--- src/rtl/addsub_serial.sv ---
// ============================================================================
// addsub_serial -- slice-serial adder / subtractor
//
// Adds or subtracts two WIDTH-bit operands, SLICE bits per clock, starting at
// the LSB slice. A start request captures the operands. RB is inverted and the
// carry is preset to 1 for subtraction, so the datapath computes RA + ~RB + 1.
// After N = WIDTH/SLICE RUN cycles the result and carry are registered, and
// done pulses for one cycle.
//
// WIDTH must be an integer multiple of SLICE. SLICE == WIDTH gives a single
// RUN cycle.
//
// Optional feature: define ADDSUB_SERIAL_FLAGS_EN to add the registered status
// outputs zero, negative and overflow. Each one updates together with RC.
// ============================================================================

module addsub_serial #(
    parameter int WIDTH = 32,
    parameter int SLICE = 8
) (
    input  logic             clock,
    input  logic             clear,
    input  logic             start,
    input  logic             sub,
    input  logic [WIDTH-1:0] RA,
    input  logic [WIDTH-1:0] RB,
    output logic [WIDTH-1:0] RC,
    output logic             carry_out,
    output logic             busy,
    output logic             done
`ifdef ADDSUB_SERIAL_FLAGS_EN
    ,
    output logic             zero,
    output logic             negative,
    output logic             overflow
`endif
);

    // Number of RUN cycles, and a counter wide enough to index them.
    localparam int N     = WIDTH / SLICE;
    localparam int CNT_W = (N > 1) ? $clog2(N) : 1;
    localparam logic [CNT_W-1:0] LAST_SLICE = CNT_W'(N - 1);

    typedef enum logic [1:0] {
        IDLE = 2'd0,
        RUN  = 2'd1,
        DONE = 2'd2
    } state_t;

    state_t state;

    // Captured operands. op_b already holds ~RB for subtraction.
    logic [WIDTH-1:0] op_a;
    logic [WIDTH-1:0] op_b;
    // Partial result that is built one slice at a time.
    logic [WIDTH-1:0] acc;
    // Carry between slices.
    logic             carry;
    logic [CNT_W-1:0] slice_cnt;

    // Datapath for the current slice.
    int               slice_lsb;
    logic [SLICE-1:0] slice_a;
    logic [SLICE-1:0] slice_b;
    logic [SLICE-1:0] slice_sum;
    logic             slice_cout;
    // acc with the current slice merged in. This is the full result on the
    // last RUN cycle.
    logic [WIDTH-1:0] result;

    // Ripple-carry full adder over one slice, then merge it into the partial result.
    always_comb begin
        logic c;
        // NOTE: every variable assigned here gets a value before any
        // conditional or loop path, so no latch can be inferred.
        slice_lsb  = int'(slice_cnt) * SLICE;
        slice_a    = op_a[slice_lsb +: SLICE];
        slice_b    = op_b[slice_lsb +: SLICE];
        slice_sum  = '0;
        c          = carry;
        for (int i = 0; i < SLICE; i++) begin
            slice_sum[i] = slice_a[i] ^ slice_b[i] ^ c;
            c            = (slice_a[i] & slice_b[i]) | (c & (slice_a[i] ^ slice_b[i]));
        end
        slice_cout = c;
        result     = acc;
        result[slice_lsb +: SLICE] = slice_sum;
    end

    // Control FSM, operand capture, slice accumulation and registered outputs.
    always_ff @(posedge clock or posedge clear) begin
        // NOTE: every register here, including the operand and accumulator
        // storage, is cleared by reset. An aborted operation must leave no
        // state behind.
        if (clear) begin
            state     <= IDLE;
            op_a      <= '0;
            op_b      <= '0;
            acc       <= '0;
            carry     <= 1'b0;
            slice_cnt <= '0;
            RC        <= '0;
            carry_out <= 1'b0;
            busy      <= 1'b0;
            done      <= 1'b0;
`ifdef ADDSUB_SERIAL_FLAGS_EN
            zero      <= 1'b0;
            negative  <= 1'b0;
            overflow  <= 1'b0;
`endif
        end else begin
            // NOTE: non-blocking assignments throughout, so every register
            // reads the pre-edge value of every other register.
            case (state)
                IDLE, DONE: begin
                    done <= 1'b0;
                    if (start) begin
                        op_a      <= RA;
                        op_b      <= sub ? ~RB : RB;
                        carry     <= sub;
                        acc       <= '0;
                        slice_cnt <= '0;
                        busy      <= 1'b1;
                        state     <= RUN;
                    end else begin
                        state     <= IDLE;
                    end
                end

                RUN: begin
                    // start is deliberately not looked at here.
                    acc   <= result;
                    carry <= slice_cout;
                    if (slice_cnt == LAST_SLICE) begin
                        RC        <= result;
                        carry_out <= slice_cout;
`ifdef ADDSUB_SERIAL_FLAGS_EN
                        zero      <= (result == '0);
                        negative  <= result[WIDTH-1];
                        // Signed overflow: both effective addends have the
                        // same sign and the sum has the other sign.
                        overflow  <= (op_a[WIDTH-1] == op_b[WIDTH-1]) &&
                                     (result[WIDTH-1] != op_a[WIDTH-1]);
`endif
                        busy      <= 1'b0;
                        done      <= 1'b1;
                        state     <= DONE;
                    end else begin
                        slice_cnt <= slice_cnt + CNT_W'(1);
                    end
                end

                default: begin
                    busy  <= 1'b0;
                    done  <= 1'b0;
                    state <= IDLE;
                end
            endcase
        end
    end

endmodule

--- config.mk ---
export PLATFORM = sky130hd
export DESIGN_NAME = addsub_serial
export DESIGN_NICKNAME = d
export VERILOG_FILES = /design/src/rtl/addsub_serial.sv
export SDC_FILE = /design/constraint.sdc
export NUM_CORES = 1
export LEC_CHECK = 0
export CAP_MARGIN = 25
export CELL_PAD_IN_SITES_DETAIL_PLACEMENT = 0
export CELL_PAD_IN_SITES_GLOBAL_PLACEMENT = 1
export CORE_ASPECT_RATIO = 0.6
export CORE_MARGIN = 2
export CORE_UTILIZATION = 42
export DETAILED_ROUTE_END_ITERATION = 8
export PLACE_DENSITY = 0.89
export SLEW_MARGIN = 20
export SYNTH_ARGS = -nofsm -noshare
export SYNTH_HDL_FRONTEND = slang
export SYNTH_SLANG_ARGS = --single-unit
export TNS_END_PERCENT = 1
--- constraint.sdc ---
create_clock -name clock -period 5.4 [get_ports clock]
set_input_delay 1.08 -clock clock [delete_from_list [all_inputs] [get_ports clock]]
set_output_delay 1.08 -clock clock [all_outputs]
set_load 0.02 [all_outputs]
# Word-level counts from Yosys, hierarchy flattened

Index checks and enable logic that the tools add are counted.

Register bits: 136
Bits in latches: 0
Memory bits (writable): 0
ROM bits: 0
Input port bits: 68
Output and inout bits: 35
Memories: 0

Add/sub/neg operators: 2
Multipliers: 0
Divide/modulo/power cells: 0
Magnitude comparators: 0
Equal/unequal tests: 6
Shift-type cells: 4
Mux-type cells: 17
Bitwise logic cells: 41
Reduce and logical (&&, ||, !) cells: 8

Operators by type and width:

| kind                      | count |
|---|---|
| $mux W32                  | 2 |
| $pmux W32 S2              | 1 |
| $shiftx A32 B6 Y8         | 2 |
| $neg A5 Y33               | 1 |
| $shift A8 B33 Y32 const A | 1 |
| $shiftx A8 B33 Y32        | 1 |
| $bwmux W32                | 1 |
| $not A32 Y32              | 1 |
| $and A1 B1 Y1             | 16 |
| $xor A1 B1 Y1             | 16 |
| $or A1 B1 Y1              | 8 |
| $pmux W2 S2               | 2 |
| $reduce_and A2 Y1         | 4 |
| $mux W1                   | 6 |
| $mux W2                   | 3 |
| $ne A2 B2 Y1 const B      | 3 |
| $eq A2 B2 Y1 const B      | 2 |
| $pmux W1 S2               | 2 |
| $reduce_and A3 Y1         | 1 |
| $add A2 B1 Y2 const B     | 1 |
| $eq A2 B1 Y1 const B      | 1 |
| $logic_not A2 Y1          | 1 |
| $reduce_bool A2 Y1        | 1 |
| $reduce_or A2 Y1          | 1 |

# Logic depth before layout (Yosys ltp)

Gate-level depths: netlist of the first run.

Depth in word-level cells: 20
Gate-level depth with buffers: 18

# Worst setup path after synthesis of the first run

Ideal clock, no wire load.

Path kind: reg-to-reg
Start point: reg slice_cnt[1]
End point: reg acc[23]
Arrival: 4492 ps
Slack: 787 ps
Cell stages (with the launch flop): 18
Buffers on the path: 3
Cell sequence: dfrtp_1 > clkbuf_1 > buf_2 > mux4_2 > inv_1 > fa_1 > fa_1 > fa_1 > fa_1 > fa_1 > inv_1 > fa_1 > inv_1 > fa_1 > inv_1 > fa_1 > buf_1 > a22o_1

Longest elaborated chain between the ends: 20
Elaborated cells between the ends (all ways): 44

RTL lines:

| what                                 | RTL line | text |
|---|---|---|
| start, declared                      | 59       | `logic [CNT_W-1:0] slice_cnt;` |
| start signal, assigned               | 149      | `slice_cnt <= slice_cnt + CNT_W'(1);` |
| $shiftx A32 B6 Y8 (on tied branches) | 77, 78   |  |
| $xor A1 B1 Y1                        | 82, 83   |  |
| $and A1 B1 Y1                        | 83       | `c = (slice_a[i] & slice_b[i]) \| (c & (slice_a[i] ^ slice_b[i]));` |
| $or A1 B1 Y1                         | 83       |  |
| $and A1 B1 Y1                        | 83       |  |
| $or A1 B1 Y1                         | 83       |  |
| $and A1 B1 Y1                        | 83       |  |
| $or A1 B1 Y1                         | 83       |  |
| (+4 left out)                        | -        |  |
| $and A1 B1 Y1                        | 83       |  |
| $or A1 B1 Y1                         | 83       |  |
| $and A1 B1 Y1                        | 83       |  |
| $or A1 B1 Y1                         | 83       |  |
| $xor A1 B1 Y1                        | 82       | `slice_sum[i] = slice_a[i] ^ slice_b[i] ^ c;` |
| $shiftx A8 B33 Y32                   | 87       | `result[slice_lsb +: SLICE] = slice_sum;` |
| $bwmux W32 (*)                       | 87       |  |
| $pmux W32 S2 (*)                     | 114      | `case (state)` |
| end signal, assigned                 | 132      | `acc <= result;` |
| end, declared                        | 56       | `logic [WIDTH-1:0] acc;` |

Mark *: on every way between the ends. The rest lies on a longest branch, timed or not.
A chain may end at the register's enable or synchronous reset.

# Worst setup path after layout of the first run

Start point: reg slice_cnt[0]
End point: reg RC[31]

Longest elaborated chain between the ends: 19
Elaborated cells between the ends (all ways): 45

RTL lines:

| what                                 | RTL line | text |
|---|---|---|
| $shiftx A32 B6 Y8 (on tied branches) | 77, 78   |  |
| $xor A1 B1 Y1                        | 82, 83   |  |
| $and A1 B1 Y1                        | 83       |  |
| $or A1 B1 Y1                         | 83       |  |
| $and A1 B1 Y1                        | 83       |  |
| $or A1 B1 Y1                         | 83       |  |
| $and A1 B1 Y1                        | 83       |  |
| $or A1 B1 Y1                         | 83       |  |
| (+3 left out)                        | -        |  |
| $or A1 B1 Y1                         | 83       |  |
| $and A1 B1 Y1                        | 83       |  |
| $or A1 B1 Y1                         | 83       |  |
| $and A1 B1 Y1                        | 83       |  |
| $or A1 B1 Y1                         | 83       |  |
| $xor A1 B1 Y1                        | 82       |  |
| $shiftx A8 B33 Y32                   | 87       |  |
| $bwmux W32                           | 87       |  |
| end signal, assigned                 | 135      | `RC <= result;` |
| end, declared                        | 27       | `output logic [WIDTH-1:0] RC,` |

Parallel ways exist; a longest one is shown, timed or not.

==> results of run 1 <==
-- path summary, 6_finish.rpt --
check / start / endpoint / slack, ns
setup reg to reg: slice_cnt[0] / RC[31] / 0.75
hold reg to reg: op_a[27] / op_a[27] / 0.47
hold / removal: op_a[27] / op_a[27] / 0.47
setup / recovery: slice_cnt[0] / RC[31] / 0.75
max in group asynchronous: clear / op_b[16] / 3.45
min in group asynchronous: clear / op_a[23] / 1.17
-- sequential cells by signal, summed over array words and instances (netlist names) --
register and cells:
op_a 32, acc 32, carry_out 1, done 1, state 1, op_b 32, slice_cnt 2, RC 32
carry 1, busy 1
-- cells by family (layout without fill, tap and decap cells) --
family,count (synthesis),count (layout),synth area share [%]
mux,17,17,5.809
xor+xnor,32,32,4.381
buf+inv,66,167,4.479
fa+ha+maj,14,14,3.677
flops,135,135,52.81
simple gates,227,227,16.47
compound gates,118,118,12.38
-- metrics by stage --
| step | worst slack [ns] | cell area, um^2 | hold WS (ns) |
|---|---|---|---|
| 3_5_place_dp | 0.7030 | 7538 | 0.4619 |
| 4_1_cts | 0.7013 | 8140 | 0.4762 |
| 6_report | 0.7504 | 8168 | 0.4690 |
| 5_1_grt | 0.5423 | 8168 | 0.4991 |
| 2_1_floorplan | 0.7089 | 6397 | 0.4403 |
| 3_3_place_gp | 0.8736 | 7538 | 0.4544 |
-- power groups by stage --
stage	clock (uW)	combinational (uW)	sequential, uW
after floorplan	0	1740	1850
after global placement	0	2780	1790
after detailed placement	0	2880	1800
after CTS	1180	2880	1800
after global routing	1230	3170	1860
final	1170	2900	1800
-- cells in the final DEF (no fill, tap or decap), types with 3 or more instances in the layout --
cell type and count:
nand4_1 4, ha_1 6, and4bb_2 3, o2bb2ai_1 24, mux4_2 16, buf_4 5
a21oi_1 13, clkbuf_16 17, a31oi_1 20, nand2_1 130, inv_6 3, clkbuf_8 4
nor2_1 29, o21a_1 6, a22o_1 8, nand2b_1 39, clkdlybuf4s50_1 101, fa_1 8
clkinvlp_4 4, inv_1 25, xnor2_1 32, a21oi_2 4, nor2b_1 8, o221ai_1 6
o21ai_0 35, dfrtp_1 135
-- layout make-up --
class | instances | area [um^2] | area share, %
Timing Repair Buffer | 109 | 1094 | 13.39
Sequential cell | 135 | 3378 | 41.36
Multi-Input combinational cell | 408 | 2744 | 33.59
Clock inverter | 10 | 117.6 | 1.440
Inverter | 26 | 102.6 | 1.256
Tap cell | 198 | 247.7 | 3.033
Clock buffer | 22 | 484.2 | 5.928
-- worst max-delay path: stages, from the launching register on --
cell and delay [ns]:
dfrtp_1 0.40, buf_4 0.20, mux4_2 0.35, inv_1 0.06
fa_1 0.40, fa_1 0.39, fa_1 0.39, fa_1 0.40
fa_1 0.36, inv_1 0.08, fa_1 0.16, inv_1 0.05
fa_1 0.35, inv_1 0.08, fa_1 0.54, a21oi_1 0.21
a21oi_1 0.09
-- per-layer routing --
metal,GRT usage (%),vias to the layer above,routed length [um]
li1,-,2229,-
met1,32.21,2352,8073
met2,29.99,168,6648
met3,4.754,16,1007
met4,6.535,0,166
met5,0,-,0
==> results.sh, run 1 <==
export IMPL_gp_congestion=0.8421
export IMPL_cts_clk_slew_worst_paths_ns=0.06
export IMPL_rows=34
export IMPL_power_internal_uw=3427
export IMPL_worst_r2r_cell_count=16
export IMPL_clkLatencyLatePin_ns=0.42
export IMPL_antenna_found_initial=0
export IMPL_drv_cap=0
export IMPL_finalSetupViolCount=0
export IMPL_synthesis_nets=691
export IMPL_core_area_mm2=0.01468
export IMPL_start_util_pct=43.59
export IMPL_wirelength_um=15900
export IMPL_viasPerCell=5.248
export IMPL_globalRoute_totalOverflow=0
export IMPL_yosysMostFrequentCell="dfrtp_1"
export IMPL_synthToLayoutAreaGrowth_pct=27.67
export IMPL_synth_edf_count=0
export IMPL_cp_max_fo=8
export IMPL_ant_nets=0
export IMPL_finalHoldViolations=0
export IMPL_die_h_um=99.60
export IMPL_switchingPower_uw=2450
export IMPL_cts_made_buffers=17
export IMPL_totalPowerFinal_uw=5877
export IMPL_ys_warn_count=0
export IMPL_rsz0062_at_grt="false"
export IMPL_fin_skew_ns=0.007823
export IMPL_synth_top_area_share_pct=52.81
export IMPL_synth_area_leaders="dfrtp_1 (53%), nand2_1 (7.6%), mux4_2 (5.6%)"
export IMPL_cp_required_ns=5.67
export IMPL_synth_top_area_cell="dfrtp_1"
export IMPL_syn_area_per_cell_um2=10.50
export IMPL_final_cells=908
export IMPL_antennaDiodeCount=0
export IMPL_clockBufferDepth=2
export IMPL_drive_above_1_share_pct=9.718
export IMPL_io_pins=103
export IMPL_place_hpwl_um=11070
export IMPL_end_kind="flip-flop"
export IMPL_first_pass_iters=5
export IMPL_die_x_um=163.3
export IMPL_drt_iter0_drc=290
export IMPL_post_route_util_pct=55.65
export IMPL_fin_crit_sh_pct=86.10
export IMPL_slew_headroom_pct=35.74
export IMPL_clockPowerShare_pct=20.0
export IMPL_fp_dieArea_mm2=0.01627
export IMPL_grt_max_degree=81
export IMPL_syn_area_mm2=0.006397
export IMPL_min_path_type="flip-flop to flip-flop"
export IMPL_dp_cells=875
export IMPL_cts_resized_gates=0
export IMPL_drv_slew=0
export IMPL_nets=779
export IMPL_vias=4765
export IMPL_hold_depth=2
export IMPL_hold_buffers=0
export IMPL_grt_pass1_vias=4905
export IMPL_grt_pass1_wl_um=26160
export IMPL_cts_max_level=4
export IMPL_p_leak_uw=0.003486
export IMPL_synthArstFlopShare_pct=100.0
export IMPL_seq_power_share_pct=30.7
export IMPL_ys_types=37
export IMPL_fillers=1246
export IMPL_arrival_ns=4.92
export IMPL_max_freq_ghz=0.2151
export IMPL_ys_flop_type="dfrtp_1"
export IMPL_swShare_pct=41.69
export IMPL_cts_tree="done"
export IMPL_drc_errors=0
export IMPL_yosys_top_cells_count="dfrtp_1 (135), nand2_1 (130), nand2b_1 (40)"
export IMPL_powerDensity_mw_per_mm2=719.5
export IMPL_critical_path_class="flip-flop to flip-flop"
export IMPL_p_comb_share_pct=49.3
export IMPL_tns_ns=0
export IMPL_synth_seq_area_share_pct=52.81
export IMPL_synthCells=609
export IMPL_timing_critical_path_from_type="flip-flop"
export IMPL_wl_per_cell_um=17.51
export IMPL_ys_ff_latch=135
export IMPL_cts_setup_buffers=0
export IMPL_ir_drop_v=0.0004046
export IMPL_root_buffer="clkbuf_16"
export IMPL_portBuffers=102
export IMPL_worstMarginPinSlew_ns=0.9619
export IMPL_period_minus_slack_ns=4.650
export IMPL_track_usage_pct=21.14
export IMPL_outcome="completed"
export IMPL_clkSinkCount=135
(Power assumes the default switching activity.)
==> inputs of run 2 (changes only) <==
CORE_MARGIN = unset   (was 2)
==> results.sh, run 2 (synthesis gave the netlist of run 1 again) <==
export IMPL_outcome="completed"
export IMPL_portBuffers=102
export IMPL_min_path_type="flip-flop to flip-flop"
export IMPL_hp_start="op_a[22]"
export IMPL_wl_per_cell_um=17.94
export IMPL_clkSinkCount=135
export IMPL_clockPowerShare_pct=22.0
export IMPL_grt_pass1_vias=4953
export IMPL_critical_path_most_common_cell="fa_1"
export IMPL_ir_drop_v=0.0004115
export IMPL_min_to="op_a[22]"
export IMPL_p_comb_share_pct=48.1
export IMPL_multi_input_area_mm2=0.002744
export IMPL_wirelength_um=16330
export IMPL_worstMarginPinSlew_ns=1.000
export IMPL_drv_slew=0
export IMPL_start_util_pct=43.59
export IMPL_cts_resized_gates=0
export IMPL_vias=4838
export IMPL_stdcell_area_mm2=0.008243
export IMPL_mostFrequentLayoutCells="dfrtp_1 (135), nand2_1 (130), clkdlybuf4s50_1 (101)"
export IMPL_finalSetupViolCount=0
export IMPL_swShare_pct=40.83
export IMPL_worstReg2RegStart="slice_cnt[1]"
export IMPL_hold_depth=2
export IMPL_drt_met1_wl_um=8125
export IMPL_cp_max_fo=11
export IMPL_antennaDiodeCount=0
export IMPL_critPathSlowestCell="dfrtp_1"
export IMPL_path_delay_family="adder cells"
export IMPL_fin_skew_ns=0.006871
export IMPL_crit_path_cell_trace="mux4_2, inv_1, fa_1, fa_1, fa_1, fa_1, fa_1, inv_1, fa_1, inv_1, fa_1, inv_1, fa_1, a21oi_1, a21oi_1"
export IMPL_clkLatencyLatePin_ns=0.42
export IMPL_final_common_cell="dfrtp_1"
export IMPL_wl_met3_um=961
export IMPL_placed_area_mm2=0.007548
export IMPL_worst_r2r_cell_count=15
export IMPL_finalHoldViolations=0
export IMPL_end_kind="flip-flop"
export IMPL_clockBufferDepth=2
export IMPL_cts_setup_buffers=0
export IMPL_core_area_mm2=0.01468
export IMPL_max_stage_delay_ns=0.66
export IMPL_period_minus_slack_ns=4.654
export IMPL_cts_tree="done"
export IMPL_timing_critical_path_from_type="flip-flop"
export IMPL_critical_path_class="flip-flop to flip-flop"
export IMPL_antenna_found_initial=0
export IMPL_slew_headroom_pct=33.17
export IMPL_drc_errors=0
export IMPL_max_freq_ghz=0.2149
export IMPL_grt_pass1_wl_um=27220
export IMPL_rsz0062_at_grt="false"
export IMPL_powerDensity_mw_per_mm2=738.0
export IMPL_rows=34
export IMPL_area_sequential_mm2=0.003378
export IMPL_worstReg2RegEnd="RC[31]"
export IMPL_seq_power_share_pct=29.8
export IMPL_gp_congestion=0.8196
export IMPL_die_x_um=161.3
export IMPL_place_hpwl_um=11210
export IMPL_grt_max_degree=82
export IMPL_cp_startpoint="slice_cnt[1]"
export IMPL_synthToLayoutAreaGrowth_pct=28.85
export IMPL_switchingPower_uw=2484
export IMPL_reg2reg_setup_slack_ns=0.75
export IMPL_cts_made_buffers=17
export IMPL_drt_iter0_drc=290
export IMPL_root_buffer="clkbuf_16"
export IMPL_first_pass_iters=5
export IMPL_ant_nets=0
export IMPL_cts_max_level=4
export IMPL_tns_ns=0
export IMPL_path_buf_inv=4
export IMPL_fin_crit_sh_pct=86.18
export IMPL_dr_wl_met2_um=7014
export IMPL_fillers=1198
export IMPL_p_leak_uw=0.003540
export IMPL_globalRoute_totalOverflow=0
export IMPL_track_usage_pct=22.62
export IMPL_arrival_ns=4.92
export IMPL_fp_dieArea_mm2=0.01575
export IMPL_io_pins=103
export IMPL_drv_cap=0
export IMPL_highest_layer="met4"
export IMPL_die_h_um=97.60
export IMPL_cts_clk_slew_worst_paths_ns=0.06
export IMPL_cp_required_ns=5.67
export IMPL_hold_buffers=0
export IMPL_nets=781
export IMPL_power_internal_uw=3600
export IMPL_viasPerCell=5.316
export IMPL_drive_above_1_share_pct=10.11
==> run 2: per-stage QoR <==
stage	power, uW	utilization, %	instances	hold slack [ns]	setup slack [ns]
after global placement	4595	51.43	878	0.4541	0.9027
after floorplan	3595	-	609	0.4403	0.7089
after detailed placement	4684	51.43	878	0.4626	0.8140
after CTS	6066	56.11	910	0.4764	0.7961
final	6084	56.16	910	0.4743	0.7463
after global routing	6430	56.16	910	0.5030	0.5270
==> run 2: power by group through the flow <==
stage	Combinational, uW	Sequential (uW)	Clock (uW)
2_1_floorplan	1740	1850	0
3_3_place_gp	2810	1790	0
3_5_place_dp	2880	1810	0
4_1_cts	2900	1810	1360
5_1_grt	3170	1860	1400
6_report	2930	1820	1340
==> run 2: area by class of cell <==
| cell class | instances | share of cell area, % |
|---|---|---|
| timing repair buffer | 111 | 13.15 |
| sequential | 135 | 40.98 |
| clock inverter | 12 | 2.672 |
| inverter | 26 | 1.245 |
| clock buffer | 20 | 5.662 |
| tap | 198 | 3.005 |
| multi-input combinational | 408 | 33.29 |
==> run 2: worst min-delay path: stages (launching register included) <==
cell     delay (ns)
dfrtp_1        0.34
nand2_1        0.05
nand2_1        0.05
==> run 2: how the worst max path moves through the flow <==
stage          endpoint  depth (start not counted)  slack (ns)
2_1_floorplan     RC[0]                          1        0.71
3_3_place_gp      RC[7]                         16        0.90
3_5_place_dp     RC[23]                         16        0.81
4_1_cts          RC[31]                         16        0.80
5_1_grt          RC[31]                         16        0.53
6_report         RC[31]                         15        0.75
==> run 2: per-layer routing <==
| layer | track usage [%] | up-vias |
|---|---|---|
| li1 | - | 2243 |
| met1 | 35.03 | 2400 |
| met2 | 30.70 | 177 |
| met3 | 4.994 | 18 |
| met4 | 7.983 | 0 |
| met5 | 0 | - |
